### src/rtl/bp_be_mt_pkg.sv
// Shared types and constants for the BE multi-thread scheduler.
`default_nettype none

package bp_be_mt_pkg;

  localparam int bp_be_mt_max_threads_gp = 16;

  typedef enum logic [1:0] {
    e_run   = 2'd0,
    e_drain = 2'd1,
    e_idle  = 2'd2
  } bp_be_mt_state_e;

  typedef enum logic [1:0] {
    e_cause_csr     = 2'd0,
    e_cause_block   = 2'd1,
    e_cause_quantum = 2'd2,
    e_cause_wake    = 2'd3
  } bp_be_mt_cause_e;

endpackage

`default_nettype wire

### src/rtl/bp_be_mt_rr_picker.sv
// Rotating-priority picker: first runnable thread at or after start_i, with wrap.
`default_nettype none

module bp_be_mt_rr_picker
#(
  parameter int num_threads_p     = 4,
  parameter int thread_id_width_p = $clog2(num_threads_p)
)
(
  input  logic [num_threads_p-1:0]     runnable_i,
  input  logic [thread_id_width_p-1:0] start_i,
  output logic [thread_id_width_p-1:0] pick_o,
  output logic                         pick_v_o
);

  logic [thread_id_width_p-1:0] idx;

  // Walk offsets from farthest to nearest so the nearest runnable thread wins.
  always_comb begin
    pick_o   = '0;
    pick_v_o = 1'b0;
    idx      = '0;
    for (int i = num_threads_p-1; i >= 0; i--) begin
      if (int'(start_i) + i >= num_threads_p)
        idx = thread_id_width_p'(int'(start_i) + i - num_threads_p);
      else
        idx = thread_id_width_p'(int'(start_i) + i);
      if (runnable_i[idx]) begin
        pick_o   = idx;
        pick_v_o = 1'b1;
      end
    end
  end

endmodule

`default_nettype wire

### src/rtl/bp_be_mt_scheduler.sv
// BE multi-thread scheduler with drain handshake; time-slice preemption under BP_BE_MT_QUANTUM_EN.
`default_nettype none

module bp_be_mt_scheduler
  import bp_be_mt_pkg::*;
#(
  parameter int num_threads_p     = 4,
  parameter int thread_id_width_p = $clog2(num_threads_p),
  parameter int quantum_width_p   = 16,
  parameter int reset_quantum_p   = 1024
)
(
  input  logic                         clk_i,
  input  logic                         reset_n_i,
  input  logic                         enable_w_v_i,
  input  logic [thread_id_width_p-1:0] enable_w_tid_i,
  input  logic                         enable_w_val_i,
  input  logic                         block_v_i,
  input  logic                         wake_v_i,
  input  logic [thread_id_width_p-1:0] wake_tid_i,
  input  logic                         csr_switch_v_i,
  input  logic [thread_id_width_p-1:0] csr_switch_tid_i,
  input  logic                         quantum_w_v_i,
  input  logic [quantum_width_p-1:0]   quantum_i,
  input  logic                         drained_i,
  output logic [thread_id_width_p-1:0] thread_id_o,
  output logic                         thread_v_o,
  output logic                         switch_req_o,
  output logic                         switch_commit_o,
  output logic [thread_id_width_p-1:0] prev_thread_id_o,
  output logic [1:0]                   switch_cause_o
);

  localparam logic [thread_id_width_p-1:0] last_tid_lp = thread_id_width_p'(num_threads_p-1);

  bp_be_mt_state_e              state_q, state_d;
  bp_be_mt_cause_e              cause_q, cause_d, pend_cause_q, pend_cause_d;
  logic [thread_id_width_p-1:0] tid_q, tid_d, prev_q, prev_d, csr_tgt_q, csr_tgt_d;
  logic                         csr_tgt_v_q, csr_tgt_v_d;
  logic                         v_q, v_d, req_q, req_d, commit_q, commit_d;
  logic [num_threads_p-1:0]     enable_q, enable_d, blocked_q, blocked_d, runnable_d;

  logic [thread_id_width_p-1:0] w_start, w_rr_pick;
  logic                         w_rr_pick_v;
  logic [num_threads_p-1:0]     w_cur_oh;
  logic                         w_other_runnable, w_q_expire;
  logic                         w_csr_trig, w_blk_trig, w_dis_trig, w_q_trig;

  // Block is applied after wake so a same-cycle block on the woken thread wins.
  always_comb begin
    enable_d = enable_q;
    if (enable_w_v_i)
      enable_d[enable_w_tid_i] = enable_w_val_i;
    blocked_d = blocked_q;
    if (wake_v_i)
      blocked_d[wake_tid_i] = 1'b0;
    if (block_v_i && v_q)
      blocked_d[tid_q] = 1'b1;
    runnable_d = enable_d & ~blocked_d;
  end

  assign w_start          = (tid_q == last_tid_lp) ? '0 : tid_q + 1'b1;
  assign w_cur_oh         = num_threads_p'(1) << tid_q;
  assign w_other_runnable = |(runnable_d & ~w_cur_oh);

  bp_be_mt_rr_picker #(
    .num_threads_p     (num_threads_p),
    .thread_id_width_p (thread_id_width_p)
  ) u_picker (
    .runnable_i (runnable_d),
    .start_i    (w_start),
    .pick_o     (w_rr_pick),
    .pick_v_o   (w_rr_pick_v)
  );

  assign w_csr_trig = csr_switch_v_i && (csr_switch_tid_i != tid_q);
  assign w_blk_trig = block_v_i;
  assign w_dis_trig = enable_w_v_i && !enable_w_val_i && (enable_w_tid_i == tid_q);
  assign w_q_trig   = w_q_expire && w_other_runnable;

`ifdef BP_BE_MT_QUANTUM_EN
  logic [quantum_width_p-1:0] quantum_q, quantum_d, reload_q, reload_d;
  logic                       w_q_reload;

  // Expiry fires on the cycle the counter steps to zero, giving reload-many run cycles.
  assign w_q_expire = (quantum_q <= quantum_width_p'(1));
  assign w_q_reload = (state_q == e_run) && w_q_expire && !w_other_runnable;

  always_comb begin
    reload_d  = quantum_w_v_i ? quantum_i : reload_q;
    quantum_d = quantum_q;
    if (commit_d || w_q_reload)
      quantum_d = reload_q;
    else if ((state_q == e_run) && (quantum_q != '0))
      quantum_d = quantum_q - 1'b1;
  end

  always_ff @(posedge clk_i or negedge reset_n_i) begin
    if (!reset_n_i) begin
      quantum_q <= quantum_width_p'(reset_quantum_p);
      reload_q  <= quantum_width_p'(reset_quantum_p);
    end else begin
      quantum_q <= quantum_d;
      reload_q  <= reload_d;
    end
  end
`else
  logic w_unused_quantum;
  assign w_q_expire       = 1'b0;
  assign w_unused_quantum = ^{quantum_w_v_i, quantum_i, quantum_width_p'(reset_quantum_p)};
`endif

  always_comb begin
    state_d      = state_q;
    tid_d        = tid_q;
    prev_d       = prev_q;
    cause_d      = cause_q;
    pend_cause_d = pend_cause_q;
    csr_tgt_d    = csr_tgt_q;
    csr_tgt_v_d  = csr_tgt_v_q;
    commit_d     = 1'b0;
    case (state_q)
      e_run: begin
        if (w_csr_trig) begin
          state_d      = e_drain;
          pend_cause_d = e_cause_csr;
          csr_tgt_d    = csr_switch_tid_i;
          csr_tgt_v_d  = 1'b1;
        end else if (w_blk_trig || w_dis_trig) begin
          state_d      = e_drain;
          pend_cause_d = e_cause_block;
          csr_tgt_v_d  = 1'b0;
        end else if (w_q_trig) begin
          state_d      = e_drain;
          pend_cause_d = e_cause_quantum;
          csr_tgt_v_d  = 1'b0;
        end
      end
      e_drain: begin
        if (drained_i) begin
          csr_tgt_v_d = 1'b0;
          if (csr_tgt_v_q && runnable_d[csr_tgt_q]) begin
            state_d  = e_run;
            tid_d    = csr_tgt_q;
            prev_d   = tid_q;
            cause_d  = pend_cause_q;
            commit_d = 1'b1;
          end else if (w_rr_pick_v) begin
            state_d  = e_run;
            tid_d    = w_rr_pick;
            prev_d   = tid_q;
            cause_d  = pend_cause_q;
            commit_d = 1'b1;
          end else begin
            state_d = e_idle;
          end
        end
      end
      e_idle: begin
        if (w_rr_pick_v) begin
          state_d  = e_run;
          tid_d    = w_rr_pick;
          prev_d   = tid_q;
          cause_d  = e_cause_wake;
          commit_d = 1'b1;
        end
      end
      default: state_d = e_run;
    endcase
    req_d = (state_d == e_drain);
    v_d   = (state_d != e_idle);
  end

  always_ff @(posedge clk_i or negedge reset_n_i) begin
    if (!reset_n_i) begin
      state_q      <= e_run;
      tid_q        <= '0;
      prev_q       <= '0;
      cause_q      <= e_cause_csr;
      pend_cause_q <= e_cause_csr;
      csr_tgt_q    <= '0;
      csr_tgt_v_q  <= 1'b0;
      v_q          <= 1'b1;
      req_q        <= 1'b0;
      commit_q     <= 1'b0;
      enable_q     <= num_threads_p'(1);
      blocked_q    <= '0;
    end else begin
      state_q      <= state_d;
      tid_q        <= tid_d;
      prev_q       <= prev_d;
      cause_q      <= cause_d;
      pend_cause_q <= pend_cause_d;
      csr_tgt_q    <= csr_tgt_d;
      csr_tgt_v_q  <= csr_tgt_v_d;
      v_q          <= v_d;
      req_q        <= req_d;
      commit_q     <= commit_d;
      enable_q     <= enable_d;
      blocked_q    <= blocked_d;
    end
  end

  assign thread_id_o      = tid_q;
  assign thread_v_o       = v_q;
  assign switch_req_o     = req_q;
  assign switch_commit_o  = commit_q;
  assign prev_thread_id_o = prev_q;
  assign switch_cause_o   = cause_q;

endmodule

`default_nettype wire

### config.mk
export PLATFORM = sky130hd
export DESIGN_NAME = bp_be_mt_scheduler
export DESIGN_NICKNAME = d
export VERILOG_FILES = /design/src/rtl/bp_be_mt_pkg.sv /design/src/rtl/bp_be_mt_rr_picker.sv /design/src/rtl/bp_be_mt_scheduler.sv
export SDC_FILE = /design/constraint.sdc
export NUM_CORES = 1
export LEC_CHECK = 0
export CAP_MARGIN = 10
export CORE_UTILIZATION = 47
export CTS_CLUSTER_SIZE = 12
export DETAILED_ROUTE_END_ITERATION = 12
export PLACE_DENSITY = 0.79
export SKIP_CTS_REPAIR_TIMING = 1
export SYNTH_ARGS = -nofsm -noshare
export SYNTH_HDL_FRONTEND = slang
export SYNTH_SLANG_ARGS = --single-unit
### constraint.sdc
create_clock -name clk_i -period 2.5 [get_ports clk_i]
set_input_delay 0.5 -clock clk_i [delete_from_list [all_inputs] [get_ports clk_i]]
set_output_delay 0.5 -clock clk_i [all_outputs]
set_load 0.01 [all_outputs]
==> results of run 1 <==
state kept, by name, summed over array words and instances (netlist names):
register,cells
blocked_q,4
enable_q,4
csr_tgt_q,2
prev_thread_id_o,2
state_q,2
switch_cause_o,2
thread_id_o,2
csr_tgt_v_q,1
pend_cause_q,1
switch_commit_o,1
switch_req_o,1
thread_v_o,1
critical path: stages:
cell and delay, ns:
clkdlybuf4s50_1 0.53, nor3b_2 0.30, mux2i_4 0.31, o22ai_4 0.13, o21bai_4 0.23, and3b_1 0.22
a221oi_2 0.22
per-stage QoR:
| step | setup slack (ns) | utilization [%] | std cells | setup TNS, ns | hold WS [ns] |
|---|---|---|---|---|---|
| floorplan | 0.510 | - | 138 | 0 | 0.204 |
| global placement | -0.0319 | 62.9 | 203 | -0.0319 | 0.469 |
| detailed placement | -0.0671 | 62.9 | 203 | -0.0677 | 0.478 |
| CTS | 0.266 | 63.9 | 207 | 0 | 0.506 |
| global route | 0.165 | 63.9 | 207 | 0 | 0.542 |
| finish | 0.273 | 63.9 | 207 | 0 | 0.504 |
power breakdown:
group / leakage [nW] / switching (mW) / internal (mW)
Sequential: 0.277 / 0.131 / 0.532
Clock: 0.0150 / 0.108 / 0.0623
Combinational: 0.498 / 0.577 / 0.554
Total: 0.790 / 0.816 / 1.15
final cells by class:
class / count / share of cell area, %
timing repair buffer: 34 / 17.2
clock buffer: 4 / 1.45
tap: 31 / 2.15
inverter: 14 / 2.91
multi-input combinational: 101 / 44.3
sequential: 23 / 32.0
cell families (layout without fill, tap and decap cells):
kind of cell    Yosys count  count (layout)
simple gates             43              43
compound gates           39              39
flops                    23              23
buf+inv                  14              52
fa+ha+maj                 8               8
mux                       7               7
xor+xnor                  4               4
path summary, 6_finish.rpt:
check | from | end | slack (ns) | depth (start not counted)
max | enable_w_v_i | thread_id_o[1] | 0.27 | 7
min | switch_cause_o[0] | switch_cause_o[0] | 0.50 | 2
max reg2reg | thread_id_o[1] | switch_cause_o[1] | 0.37 | 7
min reg2reg | switch_cause_o[0] | switch_cause_o[0] | 0.50 | 2
max in group asynchronous | reset_n_i | csr_tgt_v_q | 1.41 | 2
min in group asynchronous | reset_n_i | enable_q[1] | 0.52 | 1
cell usage after synthesis, drive strengths merged, types with 2 or more instances:
master | number | share of area (%)
a211oi | 2 | 1.0
ha | 8 | 7.0
or2 | 2 | 0.87
xnor2 | 2 | 1.2
inv | 14 | 3.7
nor3 | 4 | 1.4
mux2 | 2 | 1.6
mux2i | 5 | 5.8
o21a | 4 | 2.1
nand2 | 7 | 1.8
nor3b | 4 | 2.4
dfrtp | 21 | 37
nand3 | 4 | 1.4
nor2 | 11 | 3.1
o21ai | 9 | 3.1
a32o | 3 | 2.3
o211ai | 2 | 1.0
o22ai | 2 | 2.3
dfstp | 2 | 3.7
a21oi | 5 | 1.7
a21boi | 2 | 1.0
xor2 | 2 | 1.2
nand3b | 5 | 2.6
per-layer routing:
layer | up-vias | wire [µm] | global-route usage [%]
met4 | 0 | 30 | 7.67
met2 | 27 | 1560 | 38.7
li1 | 580 | - | -
met3 | 4 | 120 | 2.72
met5 | - | 0 | 0
met1 | 566 | 1350 | 25.9
layout by cell type, fill, tap and decap left out, types with 4 or more instances in the layout:
master           instances
o21ai_1                  5
o21a_1                   4
nor2_1                  10
buf_4                   12
nand3b_1                 5
ha_1                     8
dfrtp_1                 21
clkdlybuf4s50_1         22
inv_1                   13
nor3_1                   4
a21oi_1                  5
nand3_1                  4
o21ai_0                  4
nand2_1                  7
==> impl_metrics.toml, run 1 <==
[global_routing]
track_usage_pct = 21.3
antenna_found_initial = 0
grt_pass1_wl_um = 5400
grt_max_degree = 14
grt_pass1_vias = 1273
grt-ovfl-total = 0

[floorplan]
core_mm2 = 0.00283
initial_core_util_pct = 50.6
rows = 19
die_y_um = 57.2
die_x_um = 57.2
die_area_mm2 = 0.00327
io_pins = 40

[finish]
multi_input_area_um2 = 801
fillerInstances = 224
layout-drive-gt1-share_pct = 18.8
regArea_um2 = 578
fin_area_mm2 = 0.00181
area_delta_synth_final_pct = 26.2
diodes = 0
nets = 216

[clock_network]
cts_tree = "yes"
cts-buffers-inserted = 3
clock-sinks = 23
clock_latency_ns = 0.30
htree_levels = 1
clkTransAtPathRegs_ns = 0.12
max-clock-path-buffers = 2
clockRootBuffer = "clkbuf_4"

[yosys]
ys_ff_latch = 23
syn_nets = 177
postSynth.asyncResetShare_pct = 100
synth-simple-area-share_pct = 16.8
ys.flop_type = "dfrtp_1"
synthXorXnorAreaFrac_pct = 2.45
yosysUniqueCellTypes = 47
synthAdderAreaFrac_pct = 6.99
synth.yosys.seq_area_share_pct = 40.4
avgSynthCellArea_um2 = 10.4
synth-warning-count = 0
synth_edf_count = 0
synth_mux_area_share_pct = 7.34
syn_area_mm2 = 0.00143
synth_compound_area_share_pct = 22.4
synth_top_family_by_area = "compound AO/OA/AOI/OAI gates"
syn_inst = 138

[place]
numPortBuffers = 22
placed_area_mm2 = 0.00178
gp_congestion = 0.903
dpl.hpwl_um = 2430

[sta]
fin_skew_ns = 0.00121
fin_crit_ns = 2.23
relSlewSlack_pct = 64.6
finalSetupViolCount = 0
tightest_slew_ns = 0.529
rsz0062_at_grt = "no"
fmax_mhz = 449
period_share_pct = 89.1
drv_slew = 0
finalHoldViolations = 0

[detailed_routing]
dr.pass1.iters = 8
drc = 1
finalWirelength_um = 3070
postRouteAntennaNets = 0
wl_per_cell_um = 14.8
vias = 1177
drt_iter0_markers = 41
viasPerCell = 5.69

[setup_path]
required_ns = 2.73
cp_max_fo = 5
end_kind = "flip-flop"
criticalPathCategory = "in2reg"
crit_arrival_ns = 2.45
cp-start-kind = "input pin"

[pwr]
finalPower_mw = 1.96
powerDensity_mw_per_mm2 = 1090
ir_drop_v = 0.000550
leakage_nw = 0.790

[outcome]
violations = "design-rule violations"
outcome = "complete, but fails checks"

[run]
cap_violations = 0

[min_path]
holdCritPathClass = "reg2reg"
Power figures use the tool's default switching activity.
==> inputs of run 2 (changes only) <==
--- a/config.mk
+++ b/config.mk
@@ -7,8 +7,9 @@
 export LEC_CHECK = 0
 export CAP_MARGIN = 10
 export CORE_UTILIZATION = 47
-export CTS_CLUSTER_SIZE = 12
+export CTS_CLUSTER_DIAMETER = 150
 export DETAILED_ROUTE_END_ITERATION = 12
+export HOLD_SLACK_MARGIN = 0.12
 export PLACE_DENSITY = 0.79
 export SKIP_CTS_REPAIR_TIMING = 1
 export SYNTH_ARGS = -nofsm -noshare
==> results of run 2 <==
The final DEF is identical to that of run 1; final timing and power are the same.
==> inputs of run 3 (changes only) <==
--- a/config.mk
+++ b/config.mk
@@ -6,6 +6,8 @@
 export NUM_CORES = 1
 export LEC_CHECK = 0
 export CAP_MARGIN = 10
+export CORE_ASPECT_RATIO = 1.1
+export CORE_MARGIN = 2
 export CORE_UTILIZATION = 47
 export CTS_CLUSTER_DIAMETER = 150
 export DETAILED_ROUTE_END_ITERATION = 12
==> run 3 against run 2 <==
The flow now finishes without violations. Final cell count up 0.97%. Clock power about the same. Combinational power about the same. Highest routed layer unchanged. Sequential power about the same. Worst hold slack about the same. Wire length up 2.4%. Total power up 0.31%. Register-to-register slack worse by 0.04 ns. Critical path depth unchanged. First-iteration DRC count down 24%. Sequential share of layout area up 0.067 points.
==> impl_metrics.toml, run 3 (synthesis gave the netlist of run 1 again) <==
[finish]
instances_no_fill = 209
final_util_pct = 60.7
area_delta_synth_final_pct = 26.0
regArea_um2 = 578
final_common_cell = "clkdlybuf4s50_1"
fin_area_mm2 = 0.00180
largestRegisters = "blocked_q x4, enable_q x4"
fillerInstances = 267
layout-drive-gt1-share_pct = 18.3
multi_input_area_um2 = 801
final_cell_mix = "clkdlybuf4s50_1 (22), dfrtp_1 (21), inv_1 (13), buf_4 (11), nor2_1 (10)"
nets = 215
diodes = 0

[pwr]
powerDensity_mw_per_mm2 = 1090
leakage_nw = 0.785
ir_drop_v = 0.000570

[global_routing]
met1_usage_pct = 23.0
grt_max_degree = 24
grt_use_met2_pct = 39.2
antenna_found_initial = 0
grt_pass1_wl_um = 5310
track_usage_pct = 20.1
grt_pass1_vias = 1168
globalRoute.busiestLayer = "met2"
grt-ovfl-total = 0
use_met3_pct = 2.90

[place]
placed_area_mm2 = 0.00178
numPortBuffers = 22
dp.cells = 205
dpl.hpwl_um = 2510
gp_congestion = 0.875

[setup_path]
reg2reg_depth = 7
r2r_start = "thread_id_o[1]"
crit_arrival_ns = 2.43
reg2reg_slack_ns = 0.33
criticalPathCategory = "in2reg"
cp_max_fo = 5
cp-start-kind = "input pin"
required_ns = 2.72
end_kind = "flip-flop"
r2r_end = "switch_cause_o[1]"

[detailed_routing]
dr.pass1.iters = 4
vias = 1163
wl_per_cell_um = 15.0
viasPerCell = 5.56
postRouteAntennaNets = 0
drc = 0
finalWirelength_um = 3140
drt_iter0_markers = 31

[sta]
period_share_pct = 88.4
finalHoldViolations = 0
fin_crit_ns = 2.21
holdWs_ns = 0.503
tightest_slew_ns = 0.406
relSlewSlack_pct = 72.9
finalSetupViolCount = 0
fin_tns_setup_ns = 0
fin_skew_ns = 0.0123
drv_slew = 0
fmax_mhz = 452
rsz0062_at_grt = "no"

[min_path]
hold_path_startpoint = "prev_thread_id_o[1]"
hold_depth = 2
holdCritPathClass = "reg2reg"
hold-path-endpoint = "prev_thread_id_o[1]"

[clock_network]
htree_levels = 1
clkTransAtPathRegs_ns = 0.11
clock_latency_ns = 0.31
cts_tree = "yes"
clockRootBuffer = "clkbuf_4"
clock-sinks = 23
max-clock-path-buffers = 2
cts-buffers-inserted = 3

[floorplan]
io_pins = 40
die_y_um = 61.9
die_x_um = 56.6
die_area_mm2 = 0.00350
initial_core_util_pct = 48.2
rows = 21
core_mm2 = 0.00297

[outcome]
outcome = "finished, final reports clean"

[run]
cap_violations = 0
-- run 3: changes by cell type in the layout (fill, tap and decap cells not counted), sizes merged --
cell	change
buf	-1
-- run 3: final cells by class --
cell class	instances	share of cell area (%)
sequential	23	32.1
timing repair buffer	33	16.8
multi-input combinational	101	44.4
inverter	14	2.91
clock buffer	4	1.46
tap	34	2.36
-- run 3: how the worst max path moves through the flow --
stage          cells after the start              to         startpoint  slack (ns)
6_report                           7  thread_id_o[1]  enable_w_tid_i[0]        0.29
5_1_grt                            7  thread_id_o[1]  enable_w_tid_i[0]        0.18
4_1_cts                            7  thread_id_o[1]       enable_w_v_i        0.28
3_5_place_dp                       7  thread_id_o[1]       enable_w_v_i       -0.03
3_3_place_gp                       7  thread_id_o[1]       enable_w_v_i       -0.01
2_1_floorplan                      6  thread_id_o[1]  enable_w_tid_i[1]        0.51
-- run 3: where the power goes --
group / internal (mW) / total [mW] / switching, mW
Clock: 0.0621 / 0.168 / 0.106
Combinational: 0.553 / 1.14 / 0.585
Sequential: 0.531 / 0.665 / 0.133
-- run 3: metrics by stage --
stage / setup slack, ns / total power [mW]
finish: 0.289 / 1.97
floorplan: 0.510 / 1.38
global route: 0.178 / 2.14
global placement: -0.0126 / 1.77
CTS: 0.281 / 1.98
detailed placement: -0.0323 / 1.81
-- run 3: per-layer routing --
| layer | vias up | part of all wire (%) |
|---|---|---|
| li1 | 574 | - |
| met3 | 2 | 4.2 |
| met2 | 20 | 53 |
| met4 | 0 | 0.48 |
| met5 | - | 0 |
| met1 | 567 | 42 |
-- run 3: worst max-delay path, cell delays in order --
cell and delay (ns):
clkdlybuf4s50_1 0.56, nand3b_1 0.19, mux2i_4 0.36, o22ai_4 0.16, o21bai_4 0.23, and3b_1 0.21
a221oi_2 0.21
